$ cat config.mk
export PLATFORM = sky130hd
export DESIGN_NAME = digit_pair_unpacker
export DESIGN_NICKNAME = d
export VERILOG_FILES = /design/src/rtl/digit_pair_unpacker.sv
export SDC_FILE = /design/constraint.sdc
export NUM_CORES = 1
export LEC_CHECK = 0
export ABC_CLOCK_PERIOD_IN_PS = 2500
export BUFFER_PORTS_ARGS = -buffer_cell sky130_fd_sc_hd__buf_2
export CAP_MARGIN = 10
export CORE_ASPECT_RATIO = 0.8
export CORE_MARGIN = 1
export CORE_UTILIZATION = 35
export CTS_CLUSTER_DIAMETER = 60
export DETAILED_ROUTE_END_ITERATION = 16
export GPL_TIMING_DRIVEN = 1
export PLACE_DENSITY = 0.55
export SYNTH_ARGS = -nofsm -noshare
export SYNTH_HDL_FRONTEND = slang
export SYNTH_SLANG_ARGS = --single-unit
$ cat constraint.sdc
create_clock -name i_clk -period 2.5 [get_ports i_clk]
set_clock_uncertainty 0.2 [all_clocks]
set_input_delay 0.5 -clock i_clk [delete_from_list [all_inputs] [get_ports i_clk]]
set_output_delay 0.5 -clock i_clk [all_outputs]
set_load 0.01 [all_outputs]
$ cat src/rtl/digit_pair_unpacker.sv
// -----------------------------------------------------------------------------
// digit_pair_unpacker
//
// Receiving end of the packed BCD digit-pair bus.  Each accepted byte carries
// two BCD digits: the high nibble is the earlier digit and the low nibble the
// later one.  Pairs with a non-decimal nibble are dropped and counted.  Good
// digits go into a small circular FIFO.  They are then replayed one per beat on
// a valid/ready stream, both as BCD and as ASCII.  An optional '.' beat follows
// the very first digit, so the stream reads like "2.718...".
//
// Ports:
//   i_clk           clock, everything on the rising edge
//   i_reset         synchronous active-high reset
//   i_clear         synchronous flush of FIFO, state, counters and error flag
//   i_in_valid      i_in_pair holds a pair
//   o_in_ready      room for a whole pair (two free slots)
//   i_in_pair       {earlier digit, later digit} in BCD
//   o_out_valid     o_out_digit / o_out_ascii hold a beat
//   i_out_ready     sink takes the current beat
//   o_out_digit     BCD digit, 0 on the dot beat
//   o_out_ascii     0x30 + digit, or 0x2E on the dot beat
//   o_out_is_dot    current beat is the inserted '.'
//   o_level         digits held in the FIFO
//   o_digit_count   digits popped, wraps; dot beats excluded
//   o_err_count     rejected pairs, saturating
//   o_err_bcd       sticky rejected-pair flag
// -----------------------------------------------------------------------------
module digit_pair_unpacker #(
  parameter int DEPTH  = 8,
  parameter int CNT_W  = 16,
  parameter int DOT_EN = 1
) (
  input  logic                     i_clk,
  input  logic                     i_reset,
  input  logic                     i_clear,
  input  logic                     i_in_valid,
  output logic                     o_in_ready,
  input  logic [7:0]               i_in_pair,
  output logic                     o_out_valid,
  input  logic                     i_out_ready,
  output logic [3:0]               o_out_digit,
  output logic [7:0]               o_out_ascii,
  output logic                     o_out_is_dot,
  output logic [$clog2(DEPTH):0]   o_level,
  output logic [CNT_W-1:0]         o_digit_count,
  output logic [CNT_W-1:0]         o_err_count,
  output logic                     o_err_bcd
);

  localparam int AW = $clog2(DEPTH);
  localparam int LW = AW + 1;

  typedef enum logic [1:0] {
    S_FIRST,
    S_DOT,
    S_STREAM
  } state_t;

  logic [3:0]       r_mem [DEPTH];
  logic [AW-1:0]    r_wrPtr;
  logic [AW-1:0]    r_rdPtr;
  logic [LW-1:0]    r_level;
  state_t           r_state;
  logic [CNT_W-1:0] r_digitCount;
  logic [CNT_W-1:0] r_errCount;
  logic             r_errBcd;

  logic [3:0]       w_hi;
  logic [3:0]       w_lo;
  logic             w_pairOk;
  logic             w_inReady;
  logic             w_accept;
  logic             w_push;
  logic             w_reject;
  logic             w_notEmpty;
  logic [3:0]       w_head;
  logic             w_flush;
  state_t           w_nextState;
  logic             w_outValid;
  logic             w_isDot;
  logic             w_pop;

  // Input-side decode.  A pair is only taken when two slots are free, judged
  // from the registered level alone so a pop in the same cycle gives no
  // extra credit.  A pair with either nibble above 9 is accepted off the bus
  // but never written.
  always_comb begin
    w_hi       = i_in_pair[7:4];
    w_lo       = i_in_pair[3:0];
    w_pairOk   = (w_hi <= 4'd9) && (w_lo <= 4'd9);
    w_inReady  = (r_level <= LW'(DEPTH - 2));
    w_accept   = i_in_valid && w_inReady;
    w_push     = w_accept && w_pairOk;
    w_reject   = w_accept && !w_pairOk;
    w_notEmpty = (r_level != '0);
    w_head     = r_mem[r_rdPtr];
    w_flush    = i_reset || i_clear;
  end

  // Output sequencer.  The first digit goes out, then (optionally) a single
  // dot beat that does not touch the FIFO, then plain streaming forever until
  // reset or clear brings us back to the first digit.
  always_comb begin
    w_nextState = r_state;
    w_outValid  = 1'b0;
    w_isDot     = 1'b0;
    w_pop       = 1'b0;
    case (r_state)
      S_FIRST: begin
        w_outValid = w_notEmpty;
        w_pop      = w_notEmpty && i_out_ready;
        if (w_pop) begin
          w_nextState = (DOT_EN != 0) ? S_DOT : S_STREAM;
        end
      end
      S_DOT: begin
        w_outValid = 1'b1;
        w_isDot    = 1'b1;
        if (i_out_ready) begin
          w_nextState = S_STREAM;
        end
      end
      S_STREAM: begin
        w_outValid = w_notEmpty;
        w_pop      = w_notEmpty && i_out_ready;
      end
      default: begin
        w_nextState = S_FIRST;
      end
    endcase
  end

  // Digit storage.  Both digits of a good pair land in consecutive slots.
  // The head slot is never overwritten while it is occupied because a push
  // only happens with at least two free slots.
  always_ff @(posedge i_clk) begin
    if (w_push && !w_flush) begin
      r_mem[r_wrPtr]          <= w_hi;
      r_mem[r_wrPtr + AW'(1)] <= w_lo;
    end
  end

  // Pointers, occupancy, sequencer state and counters.  Clear behaves exactly
  // like reset and wins over any handshake in the same cycle, so neither the
  // push nor the pop of that cycle leaves a trace.
  always_ff @(posedge i_clk) begin
    if (w_flush) begin
      r_wrPtr      <= '0;
      r_rdPtr      <= '0;
      r_level      <= '0;
      r_state      <= S_FIRST;
      r_digitCount <= '0;
      r_errCount   <= '0;
      r_errBcd     <= 1'b0;
    end else begin
      r_state <= w_nextState;
      if (w_push) begin
        r_wrPtr <= r_wrPtr + AW'(2);
      end
      if (w_pop) begin
        r_rdPtr      <= r_rdPtr + AW'(1);
        r_digitCount <= r_digitCount + CNT_W'(1);
      end
      r_level <= r_level + (w_push ? LW'(2) : LW'(0)) - (w_pop ? LW'(1) : LW'(0));
      if (w_reject) begin
        r_errBcd <= 1'b1;
        if (r_errCount != '1) begin
          r_errCount <= r_errCount + CNT_W'(1);
        end
      end
    end
  end

  // Output formatting.  ASCII is just '0' plus the digit, except on the dot
  // beat where the digit reads as zero and the character is '.'.
  always_comb begin
    o_in_ready    = w_inReady;
    o_out_valid   = w_outValid;
    o_out_is_dot  = w_isDot;
    o_out_digit   = w_isDot ? 4'd0 : w_head;
    o_out_ascii   = w_isDot ? 8'h2E : (8'h30 + {4'h0, w_head});
    o_level       = r_level;
    o_digit_count = r_digitCount;
    o_err_count   = r_errCount;
    o_err_bcd     = r_errBcd;
  end

endmodule

# == Word level (Yosys, flattened, before mapping) ==
# Memory sizes are Yosys's and may differ from the RTL's. A register that Yosys moved wholly into a read port is not among the register bits.
# Cells that the tools add are included.
# totals
ff_bits,45
latch_bits,0
ram_bits,32
rom_bits,0
output_inout_bits,52
wordCells,53
mem_count,1
# memory_table
memory,depth,width,rd,rd_ports_with_merged_regs,wr,line_no,rtl
r_mem,8,4,1,1,2,59,logic [3:0] r_mem [DEPTH];
# op_classes
addsub,8
n_mul,0
n_div,0
magnitude_cmp,3
eq_ne,5
n_shift,0
muxes,14
bitwise,1
n_reduce_logical,14
# ops
cell,n
$add 16x1->16 const B,2
$ne 16x16->1 const B,1
$le 4x4->1 const B,2
$add 6x4->7 const A,1
$mux 7,1
$add 3x1->3 const B,2
$logic_and 1x1->1,6
$mux 2,3
$mux 3,2
$pmux 2 s3,1
$mux 1,5
$add 4x2->4,1
$le 4x3->1 const B,1
$mux 4,1
$ne 2x2->1 const B,2
$reduce_bool 4->1,1
$sub 4x1->4,1
$add 3x2->3 const B,1
$reduce_and 3->1,1
$eq 2x1->1 const B,1
$eq 2x2->1 const B,1
$logic_not 1->1,2
$logic_not 2->1,1
$pmux 1 s2,1
4 further kinds,4

# == Longest topological paths before layout ==
# Gate-level depths: netlist of the first run.
# depth
ltp_word,6
ltp_mapped,12
depth_no_buf,12

# == Least setup slack after synthesis of the first run ==
# Ideal clock, no wire load.
# synth_path
path_type,in2reg
startpoint,input i_in_pair[1]
endpoint,"register r_level[3], in the netlist o_level[3]"
t_arrival_ps,2275
required_time_ps,2172
setup_slack_ps,-103
stages,10
cell_sequence,o21a_1 or2_2 nor2_1 inv_1 ha_1 inv_1 ha_1 fa_1 xor2_1 nor2_1
# synth_between
elab_chain_len,6
# synth_rtl
element,line_no,rtl
start: declaration,38,"input logic [7:0] i_in_pair,"
$le 4x4->1,90,w_pairOk = (w_hi <= 4'd9) && (w_lo <= 4'd9);
$logic_and 1x1->1,90,
$logic_and 1x1->1,93,w_push = w_accept && w_pairOk;
$mux 2,164,r_level <= r_level + (w_push ? LW'(2) : LW'(0)) - (w_pop ? LW'(1) : LW'(0));
$add 4x2->4,164,
$sub 4x1->4,164,
end signal: assignment,164,
end: declaration,62,logic [LW-1:0] r_level;
# Every way passes these cells.
# A chain may end at the register's enable or synchronous reset.

==> results.toml, run 1 <==
[sta]
max_clock_freq_ghz = 0.406
max-slew-margin-rel = 0.567
fin_crit_sh = 0.985
setup_viol = 0
hold_viol_final = 0
final_max_slew_viol_count = 0
tightest_slew_ns = 0.649
rsz0062_at_grt = "yes"
fin_crit_ns = 2.46

[finish]
antenna_cells = 0
fin_nets = 436
drive_gt1_frac = 0.287
layoutNonFillerInstCount = 555
final_common_cell = "buf_2"
nFillCells = 1007
register_area_mm2 = 0.00190
multi_input_comb_area_mm2 = 0.00167
mostFrequentLayoutCells = "buf_2, dfxtp_1, edfxtp_1"
area_delta_synth_final_pct = 23.6
final_cell_area_mm2 = 0.00456

[grt]
antenna_found_initial = 0
grt_usage = 0.161
grt_pass1_wl_um = 13000
grt_max_degree = 31
gr-total-overflow = 0
grt_pass1_vias = 2543

[routing]
drt_first_pass_iters = 6
viasPerCell = 5.10
wire_per_inst_um = 14.9
drc = 0
drtIter0Drc = 151
finalWirelength_um = 8250
vias = 2830
drtAntennaViolNets = 0

[logic_synthesis]
synth_edf_count = 32
syn_area_per_cell_um2 = 10.9
synth-seq-cells = 79
yosysSeqAreaShare = 0.516
async_flop_share = 0
synthCells = 338
syn_area_mm2 = 0.00369
ys_warn_count = 0
ys.flop_type = "dfxtp_1"
ys_types = 49

[power_and_ir_drop]
netSwitchingFraction = 0.266
seq_power_share = 0.420
clockPowerShare = 0.390
intPower_mw = 2.47
p_sw_uw = 896
p_comb_frac = 0.189
powerDensity_mw_per_mm2 = 738
leakagePower_nw = 1.71
vdd_drop_max_mv = 0.301

[critical_path]
reg2reg_to = "o_level[3]"
path_max_fanout = 8
start_kind = "register"
critPathRequiredTime_ns = 1.80
crit_path_end_kind = "primary output"
arrival_ns = 1.76
ff2ff_path_depth = 11
regToRegSetupSlack_ns = 0.11
worstReg2RegStart = "o_level[2]"
crit_type = "reg -> out"
crit_end = "o_out_ascii[2]"

[cts]
clockBufferDepth = 2
clk_latency_ns = 0.34
cts_sinks = 79
clkTransAtPathRegs_ns = 0.06
holdBufCountCts = 0
cts_buffers = 9
htreeDepth = 3
cts_root_buffer = "clkbuf_16"
cts_tree = "yes"

[min_path]
hold_start = "i_in_pair[4]"
min_path_type = "in -> reg"

[floorplanning]
fp.coreArea_mm2 = 0.0102
die-area_mm2 = 0.0110
die_h_um = 93.8
io_pins = 65
die_w_um = 117
rows = 33
initial_core_util = 0.360

[placement]
place.gp.congestion = 0.733
place_hpwl_um = 5720
place.port_buffers = 61
dpl_cell_area_mm2 = 0.00423
placedCellCount = 539

[outcome]
status = "finished, final reports clean"

[run]
drv_cap = 0
[flip-flops by register name (all words and copies together), names as in the netlist, named ones only]
register	cells
o_err_bcd	1
r_rdPtr	3
r_wrPtr	2
o_digit_count	16
r_mem	32
o_err_count	16
o_level	4
r_state	2
[how the worst min path moves through the flow]
stage                  endpoint  slack [ns]  cells past startpoint
CTS                 r_mem[6][0]        0.18                      1
floorplan            r_state[0]        0.23                      1
global placement     r_state[0]        0.26                      1
global route        r_mem[6][0]        0.19                      1
finish              r_mem[6][0]        0.20                      1
detailed placement   r_state[0]        0.27                      1
[cells in the mapped netlist (2+ instances only)]
library cell | instances | area share
nor3_1 | 2 | 0.0027
nor2_1 | 25 | 0.025
inv_1 | 13 | 0.013
mux4_2 | 8 | 0.049
o21a_1 | 3 | 0.0061
nand2_1 | 21 | 0.021
nor4_1 | 5 | 0.0085
mux2i_1 | 9 | 0.024
conb_1 | 2 | 0.0020
or4_1 | 13 | 0.026
xnor2_1 | 4 | 0.0095
buf_4 | 4 | 0.0081
nor4b_1 | 2 | 0.0047
buf_1 | 2 | 0.0020
buf_2 | 6 | 0.0081
o31ai_1 | 11 | 0.022
ha_1 | 12 | 0.041
o41ai_1 | 3 | 0.0071
dfxtp_1 | 47 | 0.26
o21ai_0 | 8 | 0.011
nand3_1 | 16 | 0.022
edfxtp_1 | 32 | 0.26
and2_1 | 6 | 0.010
nand4_1 | 8 | 0.014
buf_6 | 2 | 0.0061
a21oi_1 | 24 | 0.033
clkbuf_1 | 6 | 0.0061
or3_1 | 8 | 0.014
and4_1 | 5 | 0.012
xor2_1 | 4 | 0.0095
or2_2 | 2 | 0.0034
and3_1 | 8 | 0.014
[layout make-up]
| cell class | instances | share of cell area |
|---|---|---|
| Sequential cell | 79 | 0.417 |
| Multi-Input combinational cell | 227 | 0.367 |
| Timing Repair Buffer | 80 | 0.101 |
| Clock buffer | 11 | 0.0532 |
| Tap cell | 140 | 0.0384 |
| Clock inverter | 5 | 0.0126 |
| Inverter | 13 | 0.0107 |
[metal layers]
metal	wire [um]	track usage	vias up
met5	0	0	-
met3	414	0.0523	9
met2	3640	0.244	64
met4	104	0.0538	0
met1	4090	0.216	1348
li1	-	-	1409
[stage by stage]
stage | setup slack [ns] | hold WS (ns) | power (mW) | setup TNS, ns | utilization
after floorplan | 0.00640 | 0.229 | 1.82 | 0 | -
after global placement | -0.0779 | 0.258 | 2.05 | -0.118 | 0.413
after detailed placement | -0.102 | 0.266 | 2.06 | -0.172 | 0.413
after CTS | 0.00672 | 0.178 | 3.38 | 0 | 0.443
after global routing | -0.0640 | 0.187 | 3.54 | -0.187 | 0.445
final | 0.0365 | 0.196 | 3.37 | 0 | 0.445
[cells by family after synthesis]
logic type | share of synthesized area
simple gates | 0.197
flops | 0.516
compound gates | 0.103
buf+inv | 0.0438
mux | 0.0733
fa+ha+maj | 0.0461
xor+xnor | 0.0190
other cells | 0.00204
[power groups by stage]
stage / combinational (mW) / sequential (mW) / clock, mW
4_1_cts: 0.626 / 1.41 / 1.35
3_5_place_dp: 0.620 / 1.44 / 0
3_3_place_gp: 0.616 / 1.44 / 0
2_1_floorplan: 0.382 / 1.44 / 0
6_report: 0.636 / 1.42 / 1.31
5_1_grt: 0.716 / 1.42 / 1.40
[critical path, cell delays in order (launching register included)]
cell and delay (ns):
dfxtp_2 0.34, buf_12 0.14, mux4_2 0.52, mux2i_2 0.22
nand2_1 0.08, buf_2 0.14
[what timing repair did]
item / 4_1_cts / 5_1_grt
setup buffers: 0 / 0
resized for setup: 3 / 6
pin swaps: 0 / 2
setup endpoints to repair: 4 / 8
Note: power is estimated with default switching activity, not from simulation.
==> run 2, diff against run 1 <==
--- a/config.mk
+++ b/config.mk
@@ -10,11 +10,11 @@
 export CAP_MARGIN = 10
 export CORE_ASPECT_RATIO = 0.8
 export CORE_MARGIN = 1
-export CORE_UTILIZATION = 35
+export CORE_UTILIZATION = 47
 export CTS_CLUSTER_DIAMETER = 60
 export DETAILED_ROUTE_END_ITERATION = 16
 export GPL_TIMING_DRIVEN = 1
-export PLACE_DENSITY = 0.55
+export PLACE_DENSITY = 0.71
 export SYNTH_ARGS = -nofsm -noshare
 export SYNTH_HDL_FRONTEND = slang
 export SYNTH_SLANG_ARGS = --single-unit
==> results.toml, run 2 (synthesized netlist as in run 1, its figures left out) <==
[cts]
htreeDepth = 3
clockBufferDepth = 2
clkTransAtPathRegs_ns = 0.08
cts_tree = "yes"
cts_sinks = 79
clk_latency_ns = 0.34
holdBufCountCts = 0
postCtsSetupRepairBufs = 0
cts_root_buffer = "clkbuf_8"
cts_buffers = 9

[critical_path]
crit_path_end_kind = "primary output"
path_cells = "buf_12, mux4_2, mux2i_4, nand2_1, buf_2"
critPathRequiredTime_ns = 1.80
cp_slowest_cell = "mux4_2"
critPathTopFamily = "multiplexers"
path_max_fanout = 8
path_buf_inv = 2
arrival_ns = 1.79
worstReg2RegStart = "o_level[3]"
slowest_delay_ns = 0.54
start_kind = "register"
crit_type = "reg -> out"

[sta]
timing.hold.ws_ns = 0.177
setup_viol = 0
hold_viol_final = 0
fin_setup_tns_ns = 0
setup_slack_ns = 0.00910
tightest_slew_ns = 0.615
max-slew-margin-rel = 0.590
final_max_slew_viol_count = 0
rsz0062_at_grt = "yes"
max_clock_freq_ghz = 0.401
fin_crit_sh = 0.996
fin_crit_ns = 2.49

[routing]
drtAntennaViolNets = 0
finalWirelength_um = 7810
drt_first_pass_iters = 5
drc = 0
viasPerCell = 5.46
drtIter0Drc = 161
vias = 2834
wire_per_inst_um = 15.0

[grt]
gr-total-overflow = 0
grt_max_degree = 31
grt_usage = 0.193
grt_pass1_wl_um = 12100
grt_pass1_vias = 2438
antenna_found_initial = 0

[finish]
fin_nets = 435
final_util = 0.595
largest_reg_flops = 32
antenna_cells = 0
mostFrequentLayoutCells = "buf_2, dfxtp_1, edfxtp_1"
nFillCells = 635
final_common_cell = "buf_2"
drive_gt1_frac = 0.297
area_delta_synth_final_pct = 21.0
regMostFlops = "r_mem"

[placement]
place.gp.congestion = 0.768
place_hpwl_um = 5350
pre_cts_ws_ns = -0.132
place.port_buffers = 61

[floorplanning]
die_h_um = 81.2
io_pins = 65
rows = 28
initial_core_util = 0.492
fp.coreArea_mm2 = 0.00750
die_w_um = 101
die-area_mm2 = 0.00821

[power_and_ir_drop]
vdd_drop_max_mv = 0.373
powerDensity_mw_per_mm2 = 700
leakagePower_nw = 1.68

[min_path]
min_path_type = "in -> reg"
hold_start = "i_in_pair[0]"

[run]
drv_cap = 0

[outcome]
status = "finished, final reports clean"
run 2: cell count changes in the layout (fill, tap and decap cells not counted), sizes merged:
cell,before,now
inv,13,14
clkinv,2,3
clkbuf,11,9
buf,80,79
bufinv,1,2
clkinvlp,2,1
run 2: power by group:
part           switching [mW]  internal [mW]
sequential             0.0381           1.38
combinational           0.363          0.309
clock                   0.472          0.565
total                   0.873           2.25
run 2: final timing paths:
check / to / slack [ns] / depth (start not counted)
worst min-delay path: r_mem[7][0] / 0.18 / 1
worst min register to register: o_err_bcd / 0.27 / 2
worst max register to register: o_level[3] / 0.07 / 12
worst max-delay path: o_out_ascii[3] / 0.009 / 5
run 2: timing repair:
action,CTS,global route
gates cloned,0,0
pin swaps,1,5
resized for setup,6,12
endpoints found under the setup margin,7,9
run 2: layout make-up:
cell class,count,area (um2),area share
clock buffers,9,124,0.0278
flip-flops and latches,79,1900,0.427
well taps,105,131,0.0294
multi-input cells,227,1710,0.382
inverters,13,48.8,0.0109
clock inverters,7,96.3,0.0216
repair buffers,79,453,0.101
run 2: metal layers:
metal | GRT usage | wire (um) | vias to the layer above | part of all wire
met4 | 0.0609 | 60 | 0 | 0.0077
met5 | 0 | 0 | - | 0
met1 | 0.271 | 3910 | 1355 | 0.50
met2 | 0.286 | 3540 | 71 | 0.45
met3 | 0.0577 | 298 | 6 | 0.038
li1 | - | - | 1402 | -
run 2: metrics by stage:
stage	cells	cell area, um2	power (mW)
finish	519	4460	3.12
global route	519	4460	3.30
CTS	519	4400	3.08
detailed placement	503	4160	2.04
global placement	503	4160	2.02
floorplan	339	3700	1.82
